**config.mk**
```make
export PLATFORM = sky130hd
export DESIGN_NAME = regfile_wr_arbiter_flat
export DESIGN_NICKNAME = d
export VERILOG_FILES = /design/src/rtl/regfile_pkg.sv /design/src/rtl/regfile_wr_arbiter_if.sv /design/src/rtl/regfile_wr_arbiter_rr_pick.sv /design/src/rtl/regfile_wr_arbiter.sv /design/src/flat_wrapper.sv
export SDC_FILE = /design/constraint.sdc
export NUM_CORES = 1
export LEC_CHECK = 0
export ABC_CLOCK_PERIOD_IN_PS = 4100
export CAP_MARGIN = 40
export CORE_MARGIN = 2
export CORE_UTILIZATION = 35
export CTS_BUF_LIST = sky130_fd_sc_hd__clkbuf_8
export DETAILED_ROUTE_END_ITERATION = 6
export PLACE_DENSITY_LB_ADDON = 0.1
export SLEW_MARGIN = 15
export SYNTH_ARGS = -nofsm -noshare
export SYNTH_HDL_FRONTEND = slang
export SYNTH_SLANG_ARGS = --single-unit
```
**constraint.sdc**
```tcl
create_clock -name clk -period 4.1 [get_ports clk]
set_clock_uncertainty 0.2 [all_clocks]
set_input_delay 0.82 -clock clk [delete_from_list [all_inputs] [get_ports clk]]
set_output_delay 0.82 -clock clk [all_outputs]
set_load 0.02 [all_outputs]
```
**src/rtl/regfile_pkg.sv**
```systemverilog
// Shared constants and helpers for the register-file write path.
package regfile_pkg;

    localparam int unsigned ADDR_W   = 5;
    localparam int unsigned NUM_REGS = 2 ** ADDR_W;
    localparam int unsigned DATA_W   = 32;

    // One-hot row select for a register address.
    function automatic logic [NUM_REGS-1:0] onehot_sel(input logic [ADDR_W-1:0] addr);
        return NUM_REGS'(1) << addr;
    endfunction

endpackage

```
**src/rtl/regfile_wr_arbiter_if.sv**
```systemverilog
// Requester handshake plus registered regfile write port.
interface regfile_wr_arbiter_if #(
    parameter int unsigned NUM_REQ = 4,
    parameter int unsigned DATA_W  = regfile_pkg::DATA_W,
    parameter int unsigned ADDR_W  = regfile_pkg::ADDR_W
);

    localparam int unsigned SRC_W    = (NUM_REQ > 1) ? $clog2(NUM_REQ) : 1;
    localparam int unsigned NUM_REGS = 2 ** ADDR_W;

    logic [NUM_REQ-1:0]        req_valid;
    logic [NUM_REQ-1:0]        req_ready;
    logic [NUM_REQ*ADDR_W-1:0] req_addr;
    logic [NUM_REQ*DATA_W-1:0] req_data;
    logic                      wr_stall;
    logic                      wr_en;
    logic [ADDR_W-1:0]         wr_addr;
    logic [DATA_W-1:0]         wr_data;
    logic [NUM_REGS-1:0]       wr_sel;
    logic [SRC_W-1:0]          wr_src;

    // Requesters and regfile side together.
    modport master (
        output req_valid, req_addr, req_data, wr_stall,
        input  req_ready, wr_en, wr_addr, wr_data, wr_sel, wr_src
    );

    // The arbiter.
    modport slave (
        input  req_valid, req_addr, req_data, wr_stall,
        output req_ready, wr_en, wr_addr, wr_data, wr_sel, wr_src
    );

endinterface

```
**src/rtl/regfile_wr_arbiter_rr_pick.sv**
```systemverilog
// Combinational round-robin picker: first set request at or above ptr, wrapping.
module rr_pick #(
    parameter int unsigned N     = 4,
    parameter int unsigned PTR_W = (N > 1) ? $clog2(N) : 1
) (
    input  logic [N-1:0]     req,
    input  logic [PTR_W-1:0] ptr,
    input  logic             en,
    output logic [N-1:0]     gnt,
    output logic [PTR_W-1:0] idx,
    output logic             any
);

    // Scan N candidates starting at ptr; the first valid one wins.
    always_comb begin
        logic [PTR_W-1:0] cand;
        gnt  = '0;
        idx  = '0;
        any  = 1'b0;
        cand = '0;
        for (int unsigned i = 0; i < N; i++) begin
            cand = PTR_W'((32'(ptr) + i) % N);
            if (en && !any && req[cand]) begin
                any = 1'b1;
                idx = cand;
            end
        end
        if (any) begin
            gnt[idx] = 1'b1;
        end
    end

endmodule

```
**src/rtl/regfile_wr_arbiter.sv**
```systemverilog
// Round-robin arbiter sharing the regfile's single write port.
module regfile_wr_arbiter #(
    parameter int unsigned NUM_REQ     = 4,
    parameter int unsigned DATA_W      = regfile_pkg::DATA_W,
    parameter int unsigned ADDR_W      = regfile_pkg::ADDR_W,
    parameter bit          R0_READONLY = 1'b1
) (
    input logic                 clk,
    input logic                 rst_n,
    regfile_wr_arbiter_if.slave bus
);

    localparam int unsigned SRC_W    = (NUM_REQ > 1) ? $clog2(NUM_REQ) : 1;
    localparam int unsigned NUM_REGS = 2 ** ADDR_W;
    localparam int unsigned PKG_AW   = regfile_pkg::ADDR_W;

    logic [SRC_W-1:0]    rr_ptr_q,  rr_ptr_d;
    logic                wr_en_q,   wr_en_d;
    logic [ADDR_W-1:0]   wr_addr_q, wr_addr_d;
    logic [DATA_W-1:0]   wr_data_q, wr_data_d;
    logic [NUM_REGS-1:0] wr_sel_q,  wr_sel_d;
    logic [SRC_W-1:0]    wr_src_q,  wr_src_d;

    logic [NUM_REQ-1:0]  gnt;
    logic [SRC_W-1:0]    gnt_idx;
    logic                gnt_any;
    logic                pick_en;
    logic [ADDR_W-1:0]   addr_arr [NUM_REQ];
    logic [DATA_W-1:0]   data_arr [NUM_REQ];
    logic [ADDR_W-1:0]   g_addr;
    logic [DATA_W-1:0]   g_data;

    // No grants while stalled or held in reset.
    assign pick_en = rst_n & ~bus.wr_stall;

    rr_pick #(
        .N     (NUM_REQ),
        .PTR_W (SRC_W)
    ) u_pick (
        .req (bus.req_valid),
        .ptr (rr_ptr_q),
        .en  (pick_en),
        .gnt (gnt),
        .idx (gnt_idx),
        .any (gnt_any)
    );

    // Unpack requester payloads so only the granted entry is observed.
    always_comb begin
        for (int unsigned i = 0; i < NUM_REQ; i++) begin
            addr_arr[i] = bus.req_addr[i*ADDR_W +: ADDR_W];
            data_arr[i] = bus.req_data[i*DATA_W +: DATA_W];
        end
    end

    assign g_addr = addr_arr[gnt_idx];
    assign g_data = data_arr[gnt_idx];

    // Next-state for the output register and round-robin pointer.
    always_comb begin
        rr_ptr_d  = rr_ptr_q;
        wr_en_d   = wr_en_q;
        wr_addr_d = wr_addr_q;
        wr_data_d = wr_data_q;
        wr_sel_d  = wr_sel_q;
        wr_src_d  = wr_src_q;
        if (!bus.wr_stall) begin
            if (gnt_any) begin
                wr_addr_d = g_addr;
                wr_data_d = g_data;
                wr_src_d  = gnt_idx;
                wr_en_d   = !(R0_READONLY && (g_addr == '0));
                wr_sel_d  = wr_en_d ? NUM_REGS'(regfile_pkg::onehot_sel(PKG_AW'(g_addr))) : '0;
                rr_ptr_d  = (gnt_idx == SRC_W'(NUM_REQ - 1)) ? '0 : gnt_idx + SRC_W'(1);
            end else begin
                wr_en_d  = 1'b0;
                wr_sel_d = '0;
            end
        end
    end

    // State registers with asynchronous clear.
    always_ff @(posedge clk or negedge rst_n) begin
        if (!rst_n) begin
            rr_ptr_q  <= '0;
            wr_en_q   <= 1'b0;
            wr_addr_q <= '0;
            wr_data_q <= '0;
            wr_sel_q  <= '0;
            wr_src_q  <= '0;
        end else begin
            rr_ptr_q  <= rr_ptr_d;
            wr_en_q   <= wr_en_d;
            wr_addr_q <= wr_addr_d;
            wr_data_q <= wr_data_d;
            wr_sel_q  <= wr_sel_d;
            wr_src_q  <= wr_src_d;
        end
    end

    assign bus.req_ready = gnt;
    assign bus.wr_en     = wr_en_q;
    assign bus.wr_addr   = wr_addr_q;
    assign bus.wr_data   = wr_data_q;
    assign bus.wr_sel    = wr_sel_q;
    assign bus.wr_src    = wr_src_q;

endmodule

```
**src/flat_wrapper.sv**
```systemverilog
// flat-port wrapper written by rule: the top's interface ports become plain ports
module regfile_wr_arbiter_flat 
#(
    parameter int unsigned NUM_REQ     = 4,
    parameter int unsigned DATA_W      = regfile_pkg::DATA_W,
    parameter int unsigned ADDR_W      = regfile_pkg::ADDR_W,
    parameter bit          R0_READONLY = 1'b1
)
  (clk, rst_n, bus_req_valid, bus_req_addr, bus_req_data, bus_wr_stall, bus_req_ready, bus_wr_en, bus_wr_addr, bus_wr_data, bus_wr_sel, bus_wr_src);
  regfile_wr_arbiter_if #(.NUM_REQ(NUM_REQ), .DATA_W(DATA_W), .ADDR_W(ADDR_W)) bus_i ();
  input logic clk;
  input logic rst_n;
  input wire logic [$bits(bus_i.req_valid)-1:0] bus_req_valid;
  input wire logic [$bits(bus_i.req_addr)-1:0] bus_req_addr;
  input wire logic [$bits(bus_i.req_data)-1:0] bus_req_data;
  input wire logic [$bits(bus_i.wr_stall)-1:0] bus_wr_stall;
  output wire logic [$bits(bus_i.req_ready)-1:0] bus_req_ready;
  output wire logic [$bits(bus_i.wr_en)-1:0] bus_wr_en;
  output wire logic [$bits(bus_i.wr_addr)-1:0] bus_wr_addr;
  output wire logic [$bits(bus_i.wr_data)-1:0] bus_wr_data;
  output wire logic [$bits(bus_i.wr_sel)-1:0] bus_wr_sel;
  output wire logic [$bits(bus_i.wr_src)-1:0] bus_wr_src;
  assign bus_i.req_valid = bus_req_valid;
  assign bus_i.req_addr = bus_req_addr;
  assign bus_i.req_data = bus_req_data;
  assign bus_i.wr_stall = bus_wr_stall;
  assign bus_req_ready = bus_i.req_ready;
  assign bus_wr_en = bus_i.wr_en;
  assign bus_wr_addr = bus_i.wr_addr;
  assign bus_wr_data = bus_i.wr_data;
  assign bus_wr_sel = bus_i.wr_sel;
  assign bus_wr_src = bus_i.wr_src;
  regfile_wr_arbiter #(.NUM_REQ(NUM_REQ), .DATA_W(DATA_W), .ADDR_W(ADDR_W), .R0_READONLY(R0_READONLY)) u_core (.clk(clk), .rst_n(rst_n), .bus(bus_i));
endmodule
```
### After elaboration in Yosys (flattened, before gate mapping)

Cells that the tools add are included.

* multiplexer cells: 29
* $add $sub $neg: 4
* reduce and logical (&&, ||, !) cells: 14
* shifts and indexed selects: 1
* eq/ne operators: 1
* magnitude comparators: 7
* bitwise operators: 3

Operators with widths (count)
* $mux W32: 4
* $bmux W32 S2: 1
* $shl A1 B5 Y32 const A: 1
* $lt A2 B3 Y1 const B: 5
* $bmux W5 S2: 1
* $mux W1: 10
* $mux W2: 5
* $mux W5: 2
* $bmux W1 S2: 4
* $logic_and A1 B1 Y1: 8
* $logic_not A5 Y1: 1
* $add A2 B1 Y2 const B: 2
* $add A2 B2 Y2 const B: 2
* $logic_not A1 Y1: 4
* $mux W4: 1
* $ge A3 B3 Y1 const B: 1
* $not A2 Y3: 1
* $demux W1 S2: 1
* $eq A2 B2 Y1 const B: 1
* $ge A2 B1 Y1 const B: 1
* $reduce_and A2 Y1: 1
* $and A1 B1 Y1: 1
* $not A1 Y1: 1

* output and inout port bits: 76
* register bits after elaboration: 74
* input bits: 155
* logic and storage cells: 65

### Logic depth before layout (Yosys ltp)

* word-level depth: 23
* gate-level depth with buffers: 11

### By module

From an unflattened synthesis, not the netlist that was laid out.

* cell total of the unflattened synthesis: 382
* area, all modules: 4157.7 sq um

By module, submodules not included
* regfile_wr_arbiter: sequential area each 1851.8 sq um, area an instance 3746.1 sq um, times used 1, cells each 327
* rr_pick: sequential area each 0.0 sq um, area an instance 411.6 sq um, times used 1, cells each 55

### Least setup slack after synthesis

Ideal clock, no wire load.

* kind: input to output
* start point: in bus_wr_stall
* end point: out bus_req_ready[0]
* data arrival time: 2729 ps
* cell stages on the path: 10
* required time: 3080 ps
* slack: 351 ps
* path through: clkbuf_1 nor2b_1 nand2_1 a211oi_4 inv_2 clkbuf_1 buf_2 buf_1 ha_1 and2_1

* longest elaborated chain between the ends: 21
* elaborated cells on any way between the ends: 26
* those cells by class: 2 x order compare; 11 x mux; 2 x bitwise; 11 x reduce/logical

Ends and longest elaborated chain
* from (decl): RTL line flat_wrapper.sv:16 `input wire logic [$bits(bus_i.wr_stall)-1:0] bus_wr_stall;`
* $not A1 Y1 (no line) *
* $and A1 B1 Y1 *: RTL line regfile_wr_arbiter.sv:34 `assign pick_en = rst_n & ~bus.wr_stall;`
* $logic_and A1 B1 Y1: RTL line regfile_wr_arbiter_rr_pick.sv:23 `if (en && !any && req[cand]) begin`
* $mux W1: RTL line regfile_wr_arbiter_rr_pick.sv:23
* $logic_not A1 Y1: RTL line regfile_wr_arbiter_rr_pick.sv:23
* $logic_and A1 B1 Y1 (2 in a row): RTL line regfile_wr_arbiter_rr_pick.sv:23
* $mux W1: RTL line regfile_wr_arbiter_rr_pick.sv:23
* $logic_not A1 Y1: RTL line regfile_wr_arbiter_rr_pick.sv:23
* [... 3 more ...]
* $logic_not A1 Y1: RTL line regfile_wr_arbiter_rr_pick.sv:23
* $logic_and A1 B1 Y1 (2 in a row): RTL line regfile_wr_arbiter_rr_pick.sv:23
* $mux W2: RTL line regfile_wr_arbiter_rr_pick.sv:23
* $lt A2 B3 Y1 (implied by the code) / $ge A2 B1 Y1 (equally long branches): RTL line regfile_wr_arbiter_rr_pick.sv:29 `gnt[idx] = 1'b1;`
* $logic_and A1 B1 Y1 (implied by the code): RTL line regfile_wr_arbiter_rr_pick.sv:29
* $mux W1 (implied by the code): RTL line regfile_wr_arbiter_rr_pick.sv:29
* $demux W1 S2: RTL line regfile_wr_arbiter_rr_pick.sv:29
* $mux W4 *: RTL line regfile_wr_arbiter_rr_pick.sv:28 `if (any) begin`
* to (decl): RTL line flat_wrapper.sv:17 `output wire logic [$bits(bus_i.req_ready)-1:0] bus_req_ready;`

Mark *: on every way between the ends. The rest lies on a longest branch, timed or not.

### Worst setup path in the final report

* start point: in bus_req_valid[0]
* end point: out bus_req_ready[1]

* longest elaborated chain between the ends: 21
* elaborated cells on any way between the ends: 32
* those cells by class: 2 x order compare; 19 x mux; 11 x reduce/logical

Ends and longest elaborated chain
* from (decl): RTL line flat_wrapper.sv:13 `input wire logic [$bits(bus_i.req_valid)-1:0] bus_req_valid;`
* $bmux W1 S2: RTL line regfile_wr_arbiter_rr_pick.sv:23
* $mux W1 (implied by the code): RTL line regfile_wr_arbiter_rr_pick.sv:23
* $logic_and A1 B1 Y1: RTL line regfile_wr_arbiter_rr_pick.sv:23
* $mux W1: RTL line regfile_wr_arbiter_rr_pick.sv:23
* $logic_not A1 Y1: RTL line regfile_wr_arbiter_rr_pick.sv:23
* $logic_and A1 B1 Y1 (2 in a row): RTL line regfile_wr_arbiter_rr_pick.sv:23
* $mux W1: RTL line regfile_wr_arbiter_rr_pick.sv:23
* $logic_not A1 Y1: RTL line regfile_wr_arbiter_rr_pick.sv:23
* [... 3 more ...]
* $logic_not A1 Y1: RTL line regfile_wr_arbiter_rr_pick.sv:23
* $logic_and A1 B1 Y1 (2 in a row): RTL line regfile_wr_arbiter_rr_pick.sv:23
* $mux W2: RTL line regfile_wr_arbiter_rr_pick.sv:23
* $lt A2 B3 Y1 (implied by the code) / $ge A2 B1 Y1 (equally long branches): RTL line regfile_wr_arbiter_rr_pick.sv:29
* $logic_and A1 B1 Y1 (implied by the code): RTL line regfile_wr_arbiter_rr_pick.sv:29
* $mux W1 (implied by the code): RTL line regfile_wr_arbiter_rr_pick.sv:29
* $demux W1 S2: RTL line regfile_wr_arbiter_rr_pick.sv:29
* $mux W4 *: RTL line regfile_wr_arbiter_rr_pick.sv:28

Mark *: on every way between the ends. The rest lies on a longest branch, timed or not. The select of a mux whose other input is x is not followed.

==> impl_results.md <==
* Outcome: complete, no violations
* Comb pwr share at 34.8%
* Placed Instances at 893
* Pwr/cell area at 335 mW/mm^2
* Clock Power Share at 29.1%
* Flop-to-flop setup slack at 1.01 ns
* Kind of critical path: input pin to primary output
* Measured slew at the worst slew-check pin at 0.802 ns
* Post-synth top area cell: dfrtp_1
* Hold path cells at 1
* GRT overflow at 0
* GRT Util Overall at 21.3%
* DR DRC count at 0
* Min-Delay Path Class: register to register
* Netlist Area Pre-Place at 0.00446 mm^2
* Dpl hpwl at 11400 um
* Top FF cell, synth: dfrtp_1
* Most frequent cells in the layout: clkdlybuf4s50_1 (224), nand2_1 (141), dfrtp_1 (74), mux2i_1 (39)
* Worst setup margin at 0.155 ns
* Leak Pwr at 3.19 nW
* Synth-to-Final Area Change at 63.7%
* Final Hold Fails at 0
* Initial antenna violation count at 0
* Initial Util at 35.6%
* Share of cells above drive strength 1 at 7.72%
* Net switching power of the design at 0.752 mW
* Fraction of registers with async set/reset at 100%
* Multiplexer share of the synthesized area at 10.0%
* Area of the core at 0.0125 mm^2
* Nature of the critical path startpoint: input pin
* Vias at 4677
* Most common cell after layout, fill and taps aside: clkdlybuf4s50_1
* First-pass GRT wire length at 22700 um
* Critical path peak fanout at 18
* TritonCTS clock tree: built
* Crit path capture type: primary output
* Critical Path RT at 3.08 ns
* Xor/xnor cell area share of the yosys netlist at 0%
* Synth Area in Compound Gates at 21.6%
* Fin crit period at 3.95 ns
* Number of synthesized flops with an enable pin at 0
* Seq pwr share at 36.1%
* Final Cycle Share at 96.2%
* Diode count at 0
* Max-Slew Margin vs Limit at 46.1%
* Internal Power at 1.69 mW
* Clk slew on worst S/H paths at 0.07 ns
* Chip width at 117 um
* Floorplan row count at 41
* Non-filler cells, final at 910
* Largest family of logic cells by synthesized area: compound AO/OA/AOI/OAI gates
* CTS Buf Count at 9
* Max-slew violations at 0
* Top post-synthesis cells by area: dfrtp_1 (42%), nand2_1 (12%), mux2i_1 (8.8%)
* Fill cells at 1204
* Final-report setup violation count at 0
* Syn Inst Count at 503
* Hold EP: u_core.bus.wr_data[2]
* Reg2Reg Depth at 9
* Antenna viol nets, final at 0
* Maximum vdd drop at 0.204 mV
* Final Wtd Congestion at 0.862
* Register area share after synthesis at 41.5%
* Final WL at 15100 um
* Root Buffer: clkbuf_8
* Post-synth top area share at 41.5%
* Die area at 0.0137 mm^2
* WL/cell at 16.6 um
* Hold Buf Count CTS at 0
* Hold path start: u_core.bus.wr_data[2]
* RSZ-0062 raised after global routing: no
* Capture point of the worst reg-to-reg path: u_core.bus.wr_sel[14]
* Worst EP arrival at 2.93 ns
* CTS Buffer Depth at 2
* Synth warn at 0
* Total Power at 2.44 mW
* Sw frac at 30.8%
* Post-Syn Nets at 662
* FF+latch count, synth at 74
* Setup slack at placement at -0.152 ns
* Post-synthesis simple-gate area fraction at 21.1%
* Post-synthesis adder-cell area fraction at 1.12%
* DRT iter0 DRCs at 326
* First drt pass iteration count at 4
* Mean post-synth cell area at 8.87 um^2
* Largest net degree at the start of global routing at 73
* Die Ht at 117 um
* I/O Pins at 231
* # port buffers at 230
* CTS H-Tree Depth at 3
* R2R Path Start: u_core.rr_ptr_q[0]
* Final nets at 892
* Max-Cap Viols at 0
* Synth cell types at 41
* Worst-Skew Late Latency at 0.34 ns
* Clk sinks at 74
* Utilization after layout at 58.3%
* Vias in the first global route at 4434
* Vias per inst at 5.14
* Max Freq at 253 MHz
-- kinds of logic after synthesis --
| kind of cell | after synthesis |
|---|---|
| compound gates | 123 |
| mux | 44 |
| simple gates | 212 |
| buf+inv | 46 |
| flops | 74 |
| fa+ha+maj | 4 |
-- registers in the layout (all words and copies together) (netlist names) --
signal and count:
u_core.bus.wr_data 32, u_core.bus.wr_sel 32, u_core.bus.wr_src 2, u_core.bus.wr_addr 5
u_core.bus.wr_en 1, u_core.rr_ptr_q 2
-- routing by layer --
metal  GRT usage, %  up-vias  share of wire, %
met4           5.80        0               1.5
met3           5.82       18               8.0
met5              0        -                 0
met2           34.3      174                47
li1               -     2272                 -
met1           28.6     2213                43
-- cell usage after synthesis, drive strengths merged, types with 11 or more instances --
| library cell | count |
|---|---|
| buf | 16 |
| mux2i | 39 |
| a311oi | 20 |
| dfrtp | 74 |
| a22o | 12 |
| o221ai | 13 |
| and3 | 19 |
| nand2 | 141 |
| a21o | 21 |
| clkbuf | 21 |
| nor3 | 11 |
| o21ai | 32 |
-- worst max-delay path, cell delays in order --
cell	delay, ns
clkdlybuf4s50_1	0.61
nor3b_2	0.24
o21ai_1	0.12
a211oi_4	0.38
inv_2	0.07
buf_4	0.21
ha_1	0.19
and2_1	0.13
buf_4	0.16
-- what timing repair did --
item,in CTS,in global routing
gates resized for setup,3,4
endpoints found under the setup margin,3,1
pin swaps,1,2
hold endpoints to repair,0,0
setup buffers,1,0
-- worst max path at each step --
stage                     start               end  slack [ns]
5_1_grt        bus_req_valid[3]  bus_req_ready[1]        0.05
3_5_place_dp   bus_req_valid[0]  bus_req_ready[3]       -0.15
3_3_place_gp   bus_req_valid[0]  bus_req_ready[3]       -0.04
4_1_cts        bus_req_valid[3]  bus_req_ready[1]        0.03
2_1_floorplan      bus_wr_stall  bus_req_ready[0]        0.35
6_report       bus_req_valid[0]  bus_req_ready[1]        0.15
-- cell type report --
| class | instances | area (um^2) | share of cell area [%] |
|---|---|---|---|
| clock inverter | 5 | 101 | 1.39 |
| sequential | 74 | 1850 | 25.4 |
| inverter | 9 | 33.8 | 0.463 |
| timing repair buffer | 256 | 2530 | 34.7 |
| clock buffer | 11 | 151 | 2.07 |
| multi-input combinational | 383 | 2420 | 33.1 |
| tap | 172 | 215 | 2.95 |
-- power by group through the flow --
stage                     logic [mW]  clock network, mW  registers, mW
after floorplan                0.290                  0          0.996
after global placement         0.844                  0          0.891
after detailed placement       0.854                  0          0.894
after CTS                      0.858              0.730          0.882
after global routing           0.920              0.762          0.895
final                          0.851              0.710          0.883
-- metrics by stage --
| step | area [um^2] | TNS (ns) | hold WS (ns) |
|---|---|---|---|
| final | 7300 | 0 | 0.277 |
| after global routing | 7300 | 0 | 0.291 |
| after CTS | 7290 | 0 | 0.281 |
| after detailed placement | 7030 | -0.347 | 0.264 |
| after global placement | 7000 | -0.0605 | 0.257 |
| after floorplan | 4460 | 0 | 0.324 |
No activity file was read; power rests on OpenSTA's default activity.
